### src/rtl/count_decoder.sv
// count_decoder: multi-mode counter code monitor (binary/gray/ring/johnson).
// Build option: COUNT_DECODER_STRICT_STEP_EN makes a hold a bad step.
module count_decoder #(
    parameter int COUNT_WIDTH = 4,
    parameter int LOCK_THRESH = 2
) (
    input  logic                   clk,
    input  logic                   reset_,
    input  logic                   sync_,
    input  logic                   sample_valid_,
    input  logic [1:0]             count_type,
    input  logic                   count_dir,
    input  logic [COUNT_WIDTH-1:0] count_in,
    output logic [COUNT_WIDTH-1:0] bin_val,
    output logic                   bin_valid,
    output logic                   locked,
    output logic                   code_err,
    output logic                   step_err,
    output logic [7:0]             err_cnt
);

    localparam int W = COUNT_WIDTH;

    // Code types as carried on count_type.
    localparam logic [1:0] T_BIN  = 2'd0;
    localparam logic [1:0] T_GRAY = 2'd1;
    localparam logic [1:0] T_RING = 2'd2;
    localparam logic [1:0] T_JOHN = 2'd3;

    // Moduli are held one bit wider than the code so 2^W fits.
    localparam logic [W:0]   MOD_BIN  = {1'b1, {W{1'b0}}};
    localparam logic [W:0]   MOD_RING = (W + 1)'(W);
    localparam logic [W:0]   MOD_JOHN = (W + 1)'(2 * W);
    localparam logic [W-1:0] ONES     = '1;
    localparam logic [W-1:0] WM1      = W'(W - 1);
    localparam logic [3:0]   THRESH   = 4'(LOCK_THRESH);

`ifdef COUNT_DECODER_STRICT_STEP_EN
    // A stalled counter is treated as a fault.
    localparam bit HOLD_IS_BAD = 1'b1;
`else
    // A stalled counter is allowed (it may simply be disabled).
    localparam bit HOLD_IS_BAD = 1'b0;
`endif

    typedef enum logic [1:0] {
        ST_UNLOCKED = 2'd0,
        ST_ACQUIRE  = 2'd1,
        ST_LOCKED   = 2'd2
    } state_t;

    state_t         state;
    logic [W-1:0]   ref_idx;
    logic [1:0]     ref_type;
    logic [3:0]     good_cnt;

    logic [W-1:0]   pop;
    logic [W-1:0]   gray_bin;
    logic [W-1:0]   ring_idx;
    logic [W-1:0]   john_hi;
    logic [W-1:0]   john_lo;
    logic [W:0]     john_idx;

    logic           code_legal;
    logic [W:0]     idx_x;
    logic [W:0]     mod_m;
    logic [W:0]     diff_raw;
    logic [W:0]     diff;
    logic           is_hold;
    logic           step_ok;
    logic           type_chg;
    logic           do_resync;
    logic           in_acq;
    logic           in_lock;
    logic [3:0]     good_inc;
    logic [7:0]     err_inc;

    // Population count of the incoming code (ring/johnson legality and index).
    always_comb begin
        pop = '0;
        for (int i = 0; i < W; i++) begin
            pop = pop + {{(W-1){1'b0}}, count_in[i]};
        end
    end

    // Gray to binary: each bit is the XOR of itself and all bits above it.
    always_comb begin
        gray_bin = '0;
        for (int i = 0; i < W; i++) begin
            gray_bin[i] = ^(count_in >> i);
        end
    end

    // Ring index: the set bit at position p maps to W-1-p.
    always_comb begin
        ring_idx = '0;
        for (int i = 0; i < W; i++) begin
            if (count_in[i]) begin
                ring_idx = WM1 - W'(i);
            end
        end
    end

    // Johnson: legal shapes are ones packed against the MSB or the LSB.
    always_comb begin
        john_hi = ~(ONES >> pop);
        john_lo = ~(ONES << pop);
        if (count_in[W-1]) begin
            john_idx = {1'b0, pop};
        end else if (pop == '0) begin
            john_idx = '0;
        end else begin
            john_idx = MOD_JOHN - {1'b0, pop};
        end
    end

    // Select legality, index and modulus for the sampled code type.
    always_comb begin
        code_legal = 1'b1;
        idx_x      = {1'b0, count_in};
        mod_m      = MOD_BIN;
        unique case (count_type)
            T_BIN: begin
                idx_x = {1'b0, count_in};
                mod_m = MOD_BIN;
            end
            T_GRAY: begin
                idx_x = {1'b0, gray_bin};
                mod_m = MOD_BIN;
            end
            T_RING: begin
                code_legal = (pop == W'(1));
                idx_x      = {1'b0, ring_idx};
                mod_m      = MOD_RING;
            end
            T_JOHN: begin
                code_legal = (count_in == john_hi) ||
                             (count_in == john_lo);
                idx_x      = john_idx;
                mod_m      = MOD_JOHN;
            end
            default: begin
                code_legal = 1'b1;
            end
        endcase
    end

    // Step distance (idx - ref) mod M and its classification.
    always_comb begin
        diff_raw = idx_x + mod_m - {1'b0, ref_idx};
        if (diff_raw >= mod_m) begin
            diff = diff_raw - mod_m;
        end else begin
            diff = diff_raw;
        end
        is_hold = (diff == '0);
        // With M==2 a step of 1 is both up and down, so either dir passes.
        step_ok = is_hold ||
                  ((diff == (W + 1)'(1)) && count_dir) ||
                  ((diff == mod_m - (W + 1)'(1)) && !count_dir);
    end

    // Branch selection for the lock FSM on a legal sample.
    always_comb begin
        type_chg  = (count_type != ref_type);
        do_resync = (state == ST_UNLOCKED) || type_chg;
        in_acq    = (state == ST_ACQUIRE) && !type_chg;
        in_lock   = (state == ST_LOCKED) && !type_chg;
        good_inc  = good_cnt + 4'd1;
        err_inc   = (err_cnt == 8'hFF) ? err_cnt : err_cnt + 8'd1;
    end

    // Lock FSM with registered decode outputs, pulses and error counter.
    always_ff @(posedge clk or negedge reset_) begin
        if (!reset_) begin
            state     <= ST_UNLOCKED;
            ref_idx   <= '0;
            ref_type  <= T_BIN;
            good_cnt  <= '0;
            bin_val   <= '0;
            bin_valid <= 1'b0;
            locked    <= 1'b0;
            code_err  <= 1'b0;
            step_err  <= 1'b0;
            err_cnt   <= '0;
        end else begin
            bin_valid <= 1'b0;
            code_err  <= 1'b0;
            step_err  <= 1'b0;
            if (!sync_) begin
                state    <= ST_UNLOCKED;
                good_cnt <= '0;
                locked   <= 1'b0;
                err_cnt  <= '0;
            end else if (!sample_valid_) begin
                if (!code_legal) begin
                    state    <= ST_UNLOCKED;
                    good_cnt <= '0;
                    locked   <= 1'b0;
                    code_err <= 1'b1;
                    err_cnt  <= err_inc;
                end else begin
                    bin_valid <= 1'b1;
                    bin_val   <= idx_x[W-1:0];
                    ref_idx   <= idx_x[W-1:0];
                    ref_type  <= count_type;
                    unique case (1'b1)
                        do_resync: begin
                            state    <= ST_ACQUIRE;
                            good_cnt <= '0;
                            locked   <= 1'b0;
                        end
                        in_acq: begin
                            if (is_hold) begin
                                if (HOLD_IS_BAD) begin
                                    good_cnt <= '0;
                                end
                            end else if (step_ok) begin
                                good_cnt <= good_inc;
                                if (good_inc >= THRESH) begin
                                    state  <= ST_LOCKED;
                                    locked <= 1'b1;
                                end
                            end else begin
                                good_cnt <= '0;
                            end
                        end
                        in_lock: begin
                            if (!step_ok || (HOLD_IS_BAD && is_hold)) begin
                                state    <= ST_ACQUIRE;
                                good_cnt <= '0;
                                locked   <= 1'b0;
                                step_err <= 1'b1;
                                err_cnt  <= err_inc;
                            end
                        end
                        default: begin
                            state    <= ST_UNLOCKED;
                            good_cnt <= '0;
                            locked   <= 1'b0;
                        end
                    endcase
                end
            end
        end
    end

endmodule

### config.mk
export PLATFORM = sky130hd
export DESIGN_NAME = count_decoder
export DESIGN_NICKNAME = d
export VERILOG_FILES = /design/src/rtl/count_decoder.sv
export SDC_FILE = /design/constraint.sdc
export NUM_CORES = 1
export LEC_CHECK = 0
export BUFFER_PORTS_ARGS = -buffer_cell sky130_fd_sc_hd__buf_2
export CAP_MARGIN = 0
export CORE_MARGIN = 3
export CORE_UTILIZATION = 53
export CTS_CLUSTER_SIZE = 25
export DETAILED_ROUTE_END_ITERATION = 12
export PLACE_DENSITY = 0.75
export SYNTH_ARGS = -nofsm -noshare
export SYNTH_HDL_FRONTEND = slang
export SYNTH_SLANG_ARGS = --single-unit
### constraint.sdc
create_clock -name clk -period 3.8 [get_ports clk]
set_input_delay 0.19 -clock clk [delete_from_list [all_inputs] [get_ports clk]]
set_output_delay 0.19 -clock clk [all_outputs]
set_load 0.1 [all_outputs]
After elaboration in Yosys (flattened, before gate mapping)
Index checks and enable logic that the tools add are counted.
Widths: inputs -> output; s select.
Storage, ports and cells
  register bits after elaboration: 24
  input port bits: 11
  output and inout bits: 16
Operators by class
  add/subtract/negate cells: 10
  $lt $le $gt $ge: 2
  equality and inequality tests: 19
  shifts and indexed selects: 2
  multiplexer cells: 50
  bitwise operators: 3
  reductions and logical operators: 23
Operator list (number)
  $mux 8: 6
  $mux 4: 9
  $pmux 5 s4: 1
  $mux 1: 18
  $mux 2: 8
  $reduce_xor 4->1: 4
  $mux 5: 3
  $pmux 5 s3: 1
  $ne 4x4->1 const B: 3
  $reduce_and 3->1: 3
  $add 8x1->8 const B: 1
  $eq 4x4->1: 2
  $eq 8x8->1 const B: 1
  $not 4->4: 2
  $pmux 4 s2: 1
  $eq 2x2->1 const B: 3
  $pmux 2 s3: 1
  $add 5x5->5: 1
  $eq 5x1->1 const B: 1
  $eq 5x5->1: 1
  $ge 5x5->1: 1
  $logic_not 5->1: 1
  $reduce_and 5->1: 1
  $sub 4x4->5 const A: 1
  other kinds (25): 35

Depth between registers and ports, before layout
Gate-level depths: netlist of run 1.
  depth after elaboration: 21
  mapped depth: 26
  gate-level depth less buffers: 24

Least setup slack after synthesis of run 1
Ideal clock, no wire load.
  path kind: input to register
  from: input count_in[0]
  to: register good_cnt[3]
  setup time: 80 ps
  arrival time: 5231 ps
  data required time: 3720 ps
  slack: -1512 ps
  stages: 23
  buffers on the path: 1
  path through: fa_1 ha_1 ha_1 nor2_1 ha_1 nand2_1 o21ai_0 a32o_1 fa_1 ha_1 a21o_1 a21oi_1 xnor2_1 ha_1 a21oi_2 and2_4 buf_6 a211oi_2 o41ai_2 a22oi_2 or3_1 a2111o_1 o211ai_2
On the way
  cells in the longest elaborated chain, start to end: 21
  elaborated cells on any way between the ends: 43
  those cells by class: add/sub (7); order compare (1); eq/ne (7); shift (2); mux (15); bitwise (2); reduce/logical (9)
RTL lines
  from (decl): RTL line 13  | input logic [COUNT_WIDTH-1:0] count_in,
  $add 1x1->2 *: RTL line 82  | pop = pop + {{(W-1){1'b0}}, count_in[i]};
  $add 2x1->3 *: RTL line 82
  $add 3x1->4 *: RTL line 82
  $sub 4x4->5 / $logic_not 4->1 (equally long branches): RTL line 113, 110
  $mux 5: RTL line 110  | end else if (pop == '0) begin
  $mux 5 *: RTL line 108  | if (count_in[W-1]) begin
  $pmux 5 s4 *: RTL line 122  | unique case (count_type)
  net idx_x[2]: RTL line 65  | logic [W:0] idx_x;
  (+6 left out)
  $logic_or 1x1->1: RTL line 158  | step_ok = is_hold ||
  $logic_or 1x1->1: RTL line 159  | ((diff == (W + 1)'(1)) && count_dir) ||
  $mux 4: RTL line 218  | end else if (step_ok) begin
  $mux 4: RTL line 214  | if (is_hold) begin
  $pmux 4 s2: RTL line 207  | unique case (1'b1)
  $mux 4: RTL line 196  | if (!code_legal) begin
  $mux 4: RTL line 195  | end else if (!sample_valid_) begin
  $mux 4: RTL line 190  | if (!sync_) begin
  to (signal assigned): RTL line 219  | good_cnt <= good_inc;
  to (decl): RTL line 55  | logic [3:0] good_cnt;
Mark *: on every way through the listed nets, which the timed path passes. The rest lies on a longest branch. The select of a mux whose other input is x is not followed.
A chain may end at the register's enable or synchronous reset.

Final worst setup path of run 1
  from: input count_in[1]
  to: register good_cnt[3]
The elaborated chain is that of the path after synthesis.

==> summary.md, run 1 <==
| Metric | Value |
|---|---|
| Reg-to-reg startpoint | `ref_idx[2]$_DFFE_PN0P_` |
| Fill count | `229` |
| PortBufs | `26` |
| # DRC | `0` |
| Pwr dens | `680 nW/µm²` |
| DRT antenna net count | `0` |
| Clock buffer depth | `2` |
| Vias | `2219` |
| Average routed wire per standard cell | `16.7 µm` |
| First-pass GRT wire length | `10.3 mm` |
| Synth area leaders | `dfrtp_1 26%, ha_1 11%, fa_1 6.3%, inv_1 4.5%, xnor2_1 3.9%` |
| R2r worst-path depth | `16` |
| Rel. slew slack | `63.1%` |
| Synth area leader | `dfrtp_1` |
| Worst reg-to-reg setup slack | `-0.23 ns` |
| H-Tree Depth | `1` |
| Die ar. | `5040 µm²` |
| CORE AREA | `3850 µm²` |
| Net Sw Frac | `47.2%` |
| Final Slew Violations | `0` |
| Int Power | `1160 µW` |
| Worst EP required | `4.00 ns` |
| Endpoint, Worst Hold | `step_err$_DFF_PN0_` |
| Synthesized netlist net count | `286` |
| Final instance area | `3220 µm²` |
| Placed cells | `364` |
| Final setup margin | `-1.48 ns` |
| Net switching power | `1030 µW` |
| FP Rows | `22` |
| Total Routing Usage GR | `25.4%` |
| Worst hold path class | `in2reg` |
| Leakage power | `0.00146 µW` |
| Final hold vios | `0` |
| Status | `finished, violations left` |
| TNS Setup | `-20.76 ns` |
| RePlAce Congestion | `0.829` |
| Top FF cell, synth | `dfrtp_1` |
| Syn avg cell area | `8.98 µm²` |
| Syn Inst Count | `249` |
| Clk Latency, worst-skew pair | `0.27 ns` |
| Failing checks | `setup timing` |
| Final HPWL DP | `4.52 mm` |
| Nets | `369` |
| Unrepaired setup endpoints after global routing | `yes` |
| Antenna violations before repair | `0` |
| Clock power share | `7.3%` |
| DR pass1 iterations | `4` |
| Number of placed I/O pins | `27` |
| Sequential area share after synthesis | `25.7%` |
| Netlist Area Pre-Place | `2240 µm²` |
| Initial DRC count | `110` |
| Drt total wl | `6.34 mm` |
| Hold Path Depth | `2` |
| Fin crit period | `5.28 ns` |
| Seq pwr share | `13.1%` |
| Post-synth EDFFs | `0` |
| Vias in the first global route | `2221` |
| Post-synth top area share | `25.7%` |
| Gr ovfl total | `0` |
| Max Fclk | `189 MHz` |
| Setup Skew | `0.00204 ns` |
| Critical path fanouts, max | `6` |
| Yosys warning count | `0` |
| Largest net degree at the start of global routing | `24` |
| Final setup viols | `15` |
| Crit end category | `flip-flop` |
| Synth cell types | `63` |
| CTS buffer count | `3` |
| # clock sinks | `23` |
| Multi-input logic area | `1820 µm²` |
| Hold Startpoint | `sample_valid_` |
| Register area | `576 µm²` |
| Comb pwr share | `79.6%` |
| Flops & latches, synth | `23` |
| Max_cap viols | `0` |
| Worst Max-Slew Pin Slew | `0.553 ns` |
| Worst reg2reg endpoint | `good_cnt[3]$_DFFE_PN0P_` |
| Area Overhead vs Synth | `43.8%` |
| Vias per cell | `5.85` |
| Arr. time, crit path | `5.48 ns` |
| Die X | `71.0 µm` |
| Post-synth ARST share | `100%` |
| Initial Util | `58.1%` |
| Final Non-Filler Cells | `379` |
| CTS tree | `built` |
| Final Cycle Share | `139%` |
| CP Launch Type | `input port` |
| Worst vdd ir | `0.000376 V` |
| Most frequent cell after synthesis | `inv_1` |
| Ant diodes | `0` |
| Placed instance area | `2920 µm²` |
| Top post-synthesis cells by count | `27 x inv_1, 23 x dfrtp_1, 20 x nand2_1` |
| Critical path type | `in2reg` |
| Root Driver | `clkbuf_8` |
| Layout cells sized above 1 | `42.3%` |
| Die height | `71.0 µm` |
| CTS clk-pin slew, worst paths | `0.09 ns` |
## timing repair
action | in CTS | in global routing
pin swaps | 18 | 18
endpoints found under the setup margin | 15 | 15
setup buffers | 7 | 5
cloned | 0 | 0
hold buffers | 1 | 0
hold endpoints to repair | 23 | 0
resized for setup | 15 | 13
## logic make-up (layout without fill, tap and decap cells)
group | count (synthesis) | in the layout | share of synthesized area (%)
simple gates | 73 | 73 | 17.4
compound gates | 67 | 67 | 23.5
buf+inv | 36 | 118 | 6.54
fa+ha+maj | 26 | 26 | 16.9
flops | 23 | 23 | 25.7
xor+xnor | 19 | 19 | 7.44
mux | 5 | 5 | 2.40
## metrics by stage
stage | util [%] | power [µW] | setup slack, ns | hold WS [ns]
2_1_floorplan | - | 1250 | -1.45 | -0.106
3_3_place_gp | 75.7 | 1610 | -1.66 | 0.206
3_5_place_dp | 75.7 | 1660 | -1.79 | 0.208
4_1_cts | 80.9 | 2000 | -1.36 | 0.143
5_1_grt | 83.5 | 2330 | -1.65 | 0.157
6_report | 83.5 | 2190 | -1.48 | 0.152
## sequential cells by signal, indices dropped and copies added, names as in the netlist, 2 cells and up
signal / count
ref_idx: 4
err_cnt: 8
ref_type: 2
good_cnt: 4
## per-layer routing
metal	wire, µm	part of all wire, %	global-route usage, %	vias up
met2	3320	52	45.0	68
met5	0	0	0	-
met3	279	4.4	3.84	13
met4	127	2.0	5.85	0
li1	-	-	-	1062
met1	2610	41	32.5	1076
## layout make-up
type                       instances  area share (%)
multi-input combinational        190            56.5
timing repair buffer              87            19.1
sequential                        23            17.9
inverter                          27            3.15
clock inverter                     1           0.233
clock buffer                       3            1.28
tap                               48            1.87
## how the worst max path moves through the flow
stage	cells after the start	to	start
2_1_floorplan	23	good_cnt[3]$_DFFE_PN0P_	count_in[3]
3_3_place_gp	23	good_cnt[3]$_DFFE_PN0P_	count_in[3]
3_5_place_dp	21	good_cnt[2]$_DFFE_PN0P_	count_in[3]
4_1_cts	24	good_cnt[3]$_DFFE_PN0P_	count_in[0]
5_1_grt	26	good_cnt[0]$_DFFE_PN0P_	count_in[1]
6_report	24	good_cnt[3]$_DFFE_PN0P_	count_in[1]
## power by group through the flow
stage	Sequential (µW)	Combinational [µW]	Clock, µW
global placement	289	1330	0
detailed placement	291	1370	0
global route	290	1860	175
floorplan	410	835	0
finish	286	1740	160
CTS	286	1550	167
## placed cells by master (no fill, tap or decap), types with 4 or more instances in the layout
cell and count:
buf_4 57, inv_1 25, buf_2 24, dfrtp_1 23
nand2_1 20, nand3_1 10, ha_1 10, xor2_1 9
ha_4 9, o21ai_0 8, xnor2_1 8, nor2_1 7
a21oi_1 5, nand4_1 5, fa_1 5, buf_6 5
nand2b_1 4, a21oi_2 4
## critical path: stages
cell	delay, ns
buf_6	0.10
fa_1	0.52
ha_4	0.20
ha_4	0.27
nor2_2	0.03
ha_1	0.26
nand2_1	0.07
o21ai_1	0.05
a32o_2	0.27
fa_2	0.60
ha_4	0.21
a21o_1	0.17
a21oi_2	0.18
xnor2_2	0.13
ha_4	0.35
nand3b_4	0.11
and2_4	0.19
buf_6	0.12
a2111o_1	0.44
o41ai_4	0.09
a22oi_2	0.13
or3_4	0.36
a2111o_1	0.36
o211ai_2	0.06
(Power assumes the default switching activity.)
==> inputs of run 2 (changes only) <==
CORE_UTILIZATION = 59   (was 53)
PLACE_DENSITY = 0.79   (was 0.75)
clock period = 5.4 ns   (was 3.8 ns; I/O delays follow)
==> summary.md, run 2 (synthesis gave the netlist of run 1 again) <==
| Metric | Value |
|---|---|
| Rel. slew slack | `45.9% (-17 points)` |
| CORE AREA | `3490 µm² (-9.3%)` |
| PortBufs | `26 (unchanged)` |
| Unrepaired setup endpoints after global routing | `yes` |
| # clock sinks | `23 (unchanged)` |
| Critical Path Start | `count_in[3]` |
| Total Routing Usage GR | `28.4% (+3.0 points)` |
| Nets | `354 (-4.1%)` |
| Vias per cell | `6.44 (+10%)` |
| Placed cells | `342 (-6.0%)` |
| Die X | `67.6 µm (-4.8%)` |
| Worst Max-Slew Pin Slew | `0.809 ns (+0.256 ns)` |
| Largest net degree at the start of global routing | `24 (unchanged)` |
| Most frequent cells in the layout | `41 x buf_4, 24 x inv_1, 24 x buf_2` |
| Max_cap viols | `0 (unchanged)` |
| CP Launch Type | `input port` |
| Vias | `2333 (+5.1%)` |
| Final Non-Filler Cells | `362 (-4.5%)` |
| FP Rows | `21 (-4.5%)` |
| RePlAce Congestion | `0.924 (+11%)` |
| Critical path fanouts, max | `6 (unchanged)` |
| Ant diodes | `0 (unchanged)` |
| Hold Startpoint | `sample_valid_` |
| Initial Util | `64.0% (+6.0 points)` |
| Fin crit period | `5.42 ns` |
| Worst EP required | `5.59 ns (+1.59 ns)` |
| Critical path type | `in2reg` |
| Pwr dens | `505 nW/µm² (-26%)` |
| Leakage power | `0.00140 µW (-4.3%)` |
| Most common cell after layout, fill and taps aside | `buf_4` |
| Clock buffer depth | `2 (unchanged)` |
| CTS tree | `built` |
| Failing checks | `setup timing` |
| Register area | `576 µm² (unchanged)` |
| Area Overhead vs Synth | `39.6%` |
| Fill count | `169 (-26%)` |
| Max Fclk | `185 MHz` |
| First-pass GRT wire length | `9.95 mm (-3.3%)` |
| Final HPWL DP | `4.21 mm (-6.8%)` |
| Clk Latency, worst-skew pair | `0.26 ns (about the same)` |
| Max FFs per register | `8 (unchanged)` |
| Final hold vios | `0 (unchanged)` |
| Pre-CTS setup slack | `-0.467 ns (+1.32 ns)` |
| DR pass1 iterations | `6 (+2)` |
| H-Tree Depth | `1 (unchanged)` |
| Utilization after layout | `89.4% (+5.9 points)` |
| # DRC | `0 (unchanged)` |
| Top reg by flops | `err_cnt` |
| Final setup margin | `-0.0166 ns (+1.46 ns)` |
| Arr. time, crit path | `5.61 ns (+0.13 ns)` |
| Average routed wire per standard cell | `18.9 µm (+13%)` |
| Worst hold path class | `in2reg` |
| Setup Skew | `0.00150 ns (-0.000543 ns)` |
| Final instance area | `3120 µm² (-3.0%)` |
| Number of placed I/O pins | `27 (unchanged)` |
| Placed instance area | `2610 µm² (-11%)` |
| DRT antenna net count | `0 (unchanged)` |
| CTS clk-pin slew, worst paths | `0.08 ns (about the same)` |
| Reg-to-reg startpoint | `ref_idx[2]$_DFFE_PN0P_` |
| Drt total wl | `6.84 mm (+7.9%)` |
| Layout cells sized above 1 | `39.9% (-2.4 points)` |
| Die height | `67.6 µm (-4.8%)` |
| Initial DRC count | `225 (+100%)` |
| Root Driver | `clkbuf_8` |
| Regs by FF count | `err_cnt (8), good_cnt (4), ref_idx (4)` |
| Worst vdd ir | `0.000278 V (-26%)` |
| Antenna violations before repair | `0 (unchanged)` |
| Final Cycle Share | `100%` |
| Final Slew Violations | `0 (unchanged)` |
| Multi-input logic area | `1830 µm² (+0.89%)` |
| Status | `finished, violations left` |
| Gr ovfl total | `0 (unchanged)` |
| Die ar. | `4570 µm² (-9.3%)` |
| Crit end category | `flip-flop` |
| Vias in the first global route | `2120 (-4.5%)` |
| CTS buffer count | `3 (unchanged)` |
| Final setup viols | `3 (-12)` |
[run 2: report_power, final]
| part | total [µW] | switching, µW | leakage (µW) | internal [µW] |
|---|---|---|---|---|
| registers | 203 | 14.3 | 0.000306 | 188 |
| clock network | 108 | 55.4 | 0.0000228 | 52.7 |
| logic | 1270 | 684 | 0.00107 | 584 |
[run 2: metal layers]
| metal | part of all wire [%] | track usage (%) | wire length [µm] | up-vias |
|---|---|---|---|---|
| li1 | - | - | - | 1028 |
| met1 | 40 | 37.9 | 2740 | 1148 |
| met2 | 50 | 47.8 | 3420 | 123 |
| met3 | 6.1 | 4.99 | 420 | 34 |
| met4 | 3.8 | 6.08 | 259 | 0 |
| met5 | 0 | 0 | 0 | - |
[run 2: stage by stage]
| step | hold WS [ns] | TNS (ns) | power (µW) |
|---|---|---|---|
| floorplan | -0.0256 | 0 | 767 |
| global route | 0.252 | -1.88 | 1660 |
| CTS | 0.247 | 0 | 1280 |
| detailed placement | 0.272 | -5.43 | 1020 |
| global placement | 0.266 | -3.53 | 994 |
| finish | 0.247 | -0.0315 | 1580 |
[run 2: critical path, stage by stage]
cell,delay (ns)
buf_8,0.10
fa_1,0.57
ha_4,0.21
buf_4,0.16
nor2_4,0.12
ha_4,0.20
nand2_1,0.07
o21ai_2,0.05
a32o_2,0.24
fa_1,0.49
ha_1,0.31
a21o_1,0.17
a21oi_2,0.19
xnor2_2,0.17
ha_4,0.28
a21oi_4,0.22
and2_4,0.24
nand3_1,0.16
buf_4,0.18
a21oi_4,0.19
a22oi_2,0.14
or3_4,0.40
a2111o_1,0.38
o211ai_2,0.08
[run 2: final timing paths]
kind / to / slack, ns / depth (start not counted)
worst max-delay path: good_cnt[3]$_DFFE_PN0P_ / -0.02 / 24
worst min-delay path: step_err$_DFF_PN0_ / 0.25 / 2
worst max register to register: good_cnt[3]$_DFFE_PN0P_ / 1.23 / 16
worst min register to register: err_cnt[1]$_DFFE_PN0P_ / 0.55 / 2
max in group asynchronous: ref_type[0]$_DFFE_PN0P_ / 4.55 / 2
min in group asynchronous: ref_idx[3]$_DFFE_PN0P_ / 0.50 / 2
[run 2: what timing repair did]
action | in CTS | in global routing
pin swaps | 17 | 36
resized for setup | 20 | 47
buffers inserted | 4 | 10
setup endpoints to repair | 11 | 15
cloned | 1 | 0
hold endpoints to repair | 23 | 0
hold buffers | 1 | 0
[run 2: final cells by class]
| type | instances | area share (%) |
|---|---|---|
| Timing Repair Buffer | 72 | 16.3 |
| Multi-Input combinational cell | 190 | 58.7 |
| Tap cell | 46 | 1.84 |
| Inverter | 27 | 3.25 |
| Clock buffer | 4 | 1.44 |
| Sequential cell | 23 | 18.4 |
==> inputs of run 3 (changes only) <==
GPL_TIMING_DRIVEN = 0   (was not set)
clock period = 5.15 ns   (was 5.4 ns; I/O delays follow)
==> summary.md, run 3 (synthesis gave the netlist of run 1 again) <==
| Metric | Value |
|---|---|
| # DRC | `0 (unchanged)` |
| Hold Path Depth | `2 (unchanged)` |
| Initial Util | `64.0% (unchanged)` |
| Largest net degree at the start of global routing | `24 (unchanged)` |
| WP buf/inv | `5 (+2)` |
| Utilization after layout | `85.2% (-4.2 points)` |
| Hold Startpoint | `sample_valid_` |
| # clock sinks | `23 (unchanged)` |
| Clock buffer depth | `2 (unchanged)` |
| Layout cells sized above 1 | `36.0% (-3.9 points)` |
| Most frequent CP cell | `ha_4` |
| Endpoint, Worst Hold | `step_err$_DFF_PN0_` |
| Average routed wire per standard cell | `16.9 µm (-11%)` |
| Total Power | `1480 µW (-6.2%)` |
| Initial DRC count | `188 (-16%)` |
| Most common cell after layout, fill and taps aside | `buf_2` |
| Root Driver | `clkbuf_8` |
| CTS buffer count | `3 (unchanged)` |
| Worst reg2reg endpoint | `err_cnt[6]$_DFFE_PN0P_` |
| Reg-to-reg startpoint | `ref_idx[2]$_DFFE_PN0P_` |
| Die height | `67.6 µm (unchanged)` |
| R2r worst-path depth | `17 (+1)` |
| Top reg by flops | `err_cnt` |
| Crit end category | `flip-flop` |
| Regs by FF count | `err_cnt (8), good_cnt (4), ref_idx (4)` |
| Gr ovfl total | `0 (unchanged)` |
| First-pass GRT wire length | `9.23 mm (-7.3%)` |
| Antenna violations before repair | `0 (unchanged)` |
| Vias | `2135 (-8.5%)` |
| DRT antenna net count | `0 (unchanged)` |
| Drt total wl | `5.85 mm (-15%)` |
| Final setup margin | `-0.303 ns (-0.287 ns)` |
| Worst vdd ir | `0.000332 V (+19%)` |
| Clk Latency, worst-skew pair | `0.27 ns (about the same)` |
| Critical path fanouts, max | `7 (+1)` |
| Number of placed I/O pins | `27 (unchanged)` |
| Final setup viols | `14 (+11)` |
| Area Overhead vs Synth | `33.1%` |
| Die ar. | `4570 µm² (unchanged)` |
| Worst reg-to-reg setup slack | `1.09 ns (-0.14 ns)` |
| Total Routing Usage GR | `26.2% (-2.2 points)` |
| Max_cap viols | `0 (unchanged)` |
| Unrepaired setup endpoints after global routing | `yes` |
| CP Launch Type | `input port` |
| Pwr dens | `497 nW/µm² (-1.7%)` |
| RePlAce Congestion | `0.874 (-5.4%)` |
| Top delay family on crit path | `adder cells` |
| Nets | `338 (-4.5%)` |
| Hold_ws | `0.261 ns (+0.0147 ns)` |
| FP Rows | `21 (unchanged)` |
| Worst EP required | `5.32 ns (-0.27 ns)` |
| Ant diodes | `0 (unchanged)` |
| Final HPWL DP | `3.78 mm (-10%)` |
| Final instance area | `2980 µm² (-4.6%)` |
| Leakage power | `0.00131 µW (-6.7%)` |
| Vias per cell | `6.17 (-4.3%)` |
| Most frequent cells in the layout | `25 x buf_2, 24 x inv_1, 23 x dfrtp_1` |
| PortBufs | `26 (unchanged)` |
| Placed instance area | `2570 µm² (-1.2%)` |
| Final Slew Violations | `0 (unchanged)` |
| Max FFs per register | `8 (unchanged)` |
| CP max stage delay | `0.50 ns (-0.07 ns)` |
| Final Cycle Share | `106%` |
| Final hold vios | `0 (unchanged)` |
| Worst Max-Slew Pin Slew | `0.547 ns (-0.262 ns)` |
| Die X | `67.6 µm (unchanged)` |
| Max Fclk | `183 MHz` |
| H-Tree Depth | `1 (unchanged)` |
| DR pass1 iterations | `4 (-2)` |
| Rel. slew slack | `63.5% (+18 points)` |
| Placed cells | `321 (-6.1%)` |
| Final Non-Filler Cells | `346 (-4.4%)` |
| CTS tree | `built` |
| Vias in the first global route | `2016 (-4.9%)` |
| Worst hold path class | `in2reg` |
| CORE AREA | `3490 µm² (unchanged)` |
| Fin crit period | `5.45 ns` |
| Worst path slowest cell | `fa_1` |
| Arr. time, crit path | `5.62 ns (about the same)` |
| Failing checks | `setup timing` |
| Critical path type | `in2reg` |
| Status | `finished, violations left` |
| CTS clk-pin slew, worst paths | `0.09 ns (about the same)` |
| Setup Skew | `0.00614 ns (+0.00464 ns)` |
run 3: worst max-delay path by stage:
stage,start,endpoint,cells past startpoint
2_1_floorplan,count_in[3],good_cnt[3]$_DFFE_PN0P_,23
3_3_place_gp,count_in[3],good_cnt[3]$_DFFE_PN0P_,24
3_5_place_dp,count_in[3],good_cnt[2]$_DFFE_PN0P_,24
4_1_cts,count_in[1],good_cnt[3]$_DFFE_PN0P_,23
5_1_grt,count_in[0],err_cnt[6]$_DFFE_PN0P_,25
6_report,count_in[0],err_cnt[6]$_DFFE_PN0P_,25
run 3: through the flow:
| step | setup WS, ns | TNS, ns |
|---|---|---|
| floorplan | -0.167 | -0.577 |
| global placement | -0.684 | -7.67 |
| detailed placement | -0.784 | -8.99 |
| CTS | -0.151 | -1.13 |
| global route | -0.445 | -4.71 |
| finish | -0.303 | -2.54 |
run 3: where the power goes:
part	total (µW)	switching [µW]	internal (µW)
registers	211	13.5	197
clock network	120	64.7	54.9
logic	1150	643	506
total	1480	721	758
run 3: final cells by class:
| class | instances | area, µm² |
|---|---|---|
| Buffer | 8 | 40.0 |
| Clock buffer | 3 | 41.3 |
| Clock inverter | 1 | 7.51 |
| Fill cell | 205 | 517 |
| Inverter | 27 | 101 |
| Multi-Input combinational cell | 190 | 1820 |
| Sequential cell | 23 | 576 |
| Tap cell | 46 | 57.6 |
| Timing Repair Buffer | 48 | 337 |
run 3: timing repair:
item | 4_1_cts | 5_1_grt
resized for setup | 24 | 20
endpoints found under the hold margin | 23 | 0
hold buffers | 1 | 0
pin swaps | 35 | 26
setup buffers | 16 | 5
setup endpoints to repair | 14 | 15
run 3: metal layers:
metal	share of wire, %	track usage [%]	vias to the layer above
met5	0	0	-
met4	2.4	8.86	0
met3	5.0	2.83	17
met2	52	47.0	92
met1	41	32.2	1015
li1	-	-	1011
run 3: worst reg2reg max path, delay by kind of cell, from the launching register on:
kind | cells | cell delay, ns
buf+inv | 3 | 0.34
simple gates | 3 | 0.41
fa+ha+maj | 3 | 1.16
xor+xnor | 1 | 0.11
compound gates | 7 | 1.57
flops | 1 | 0.35
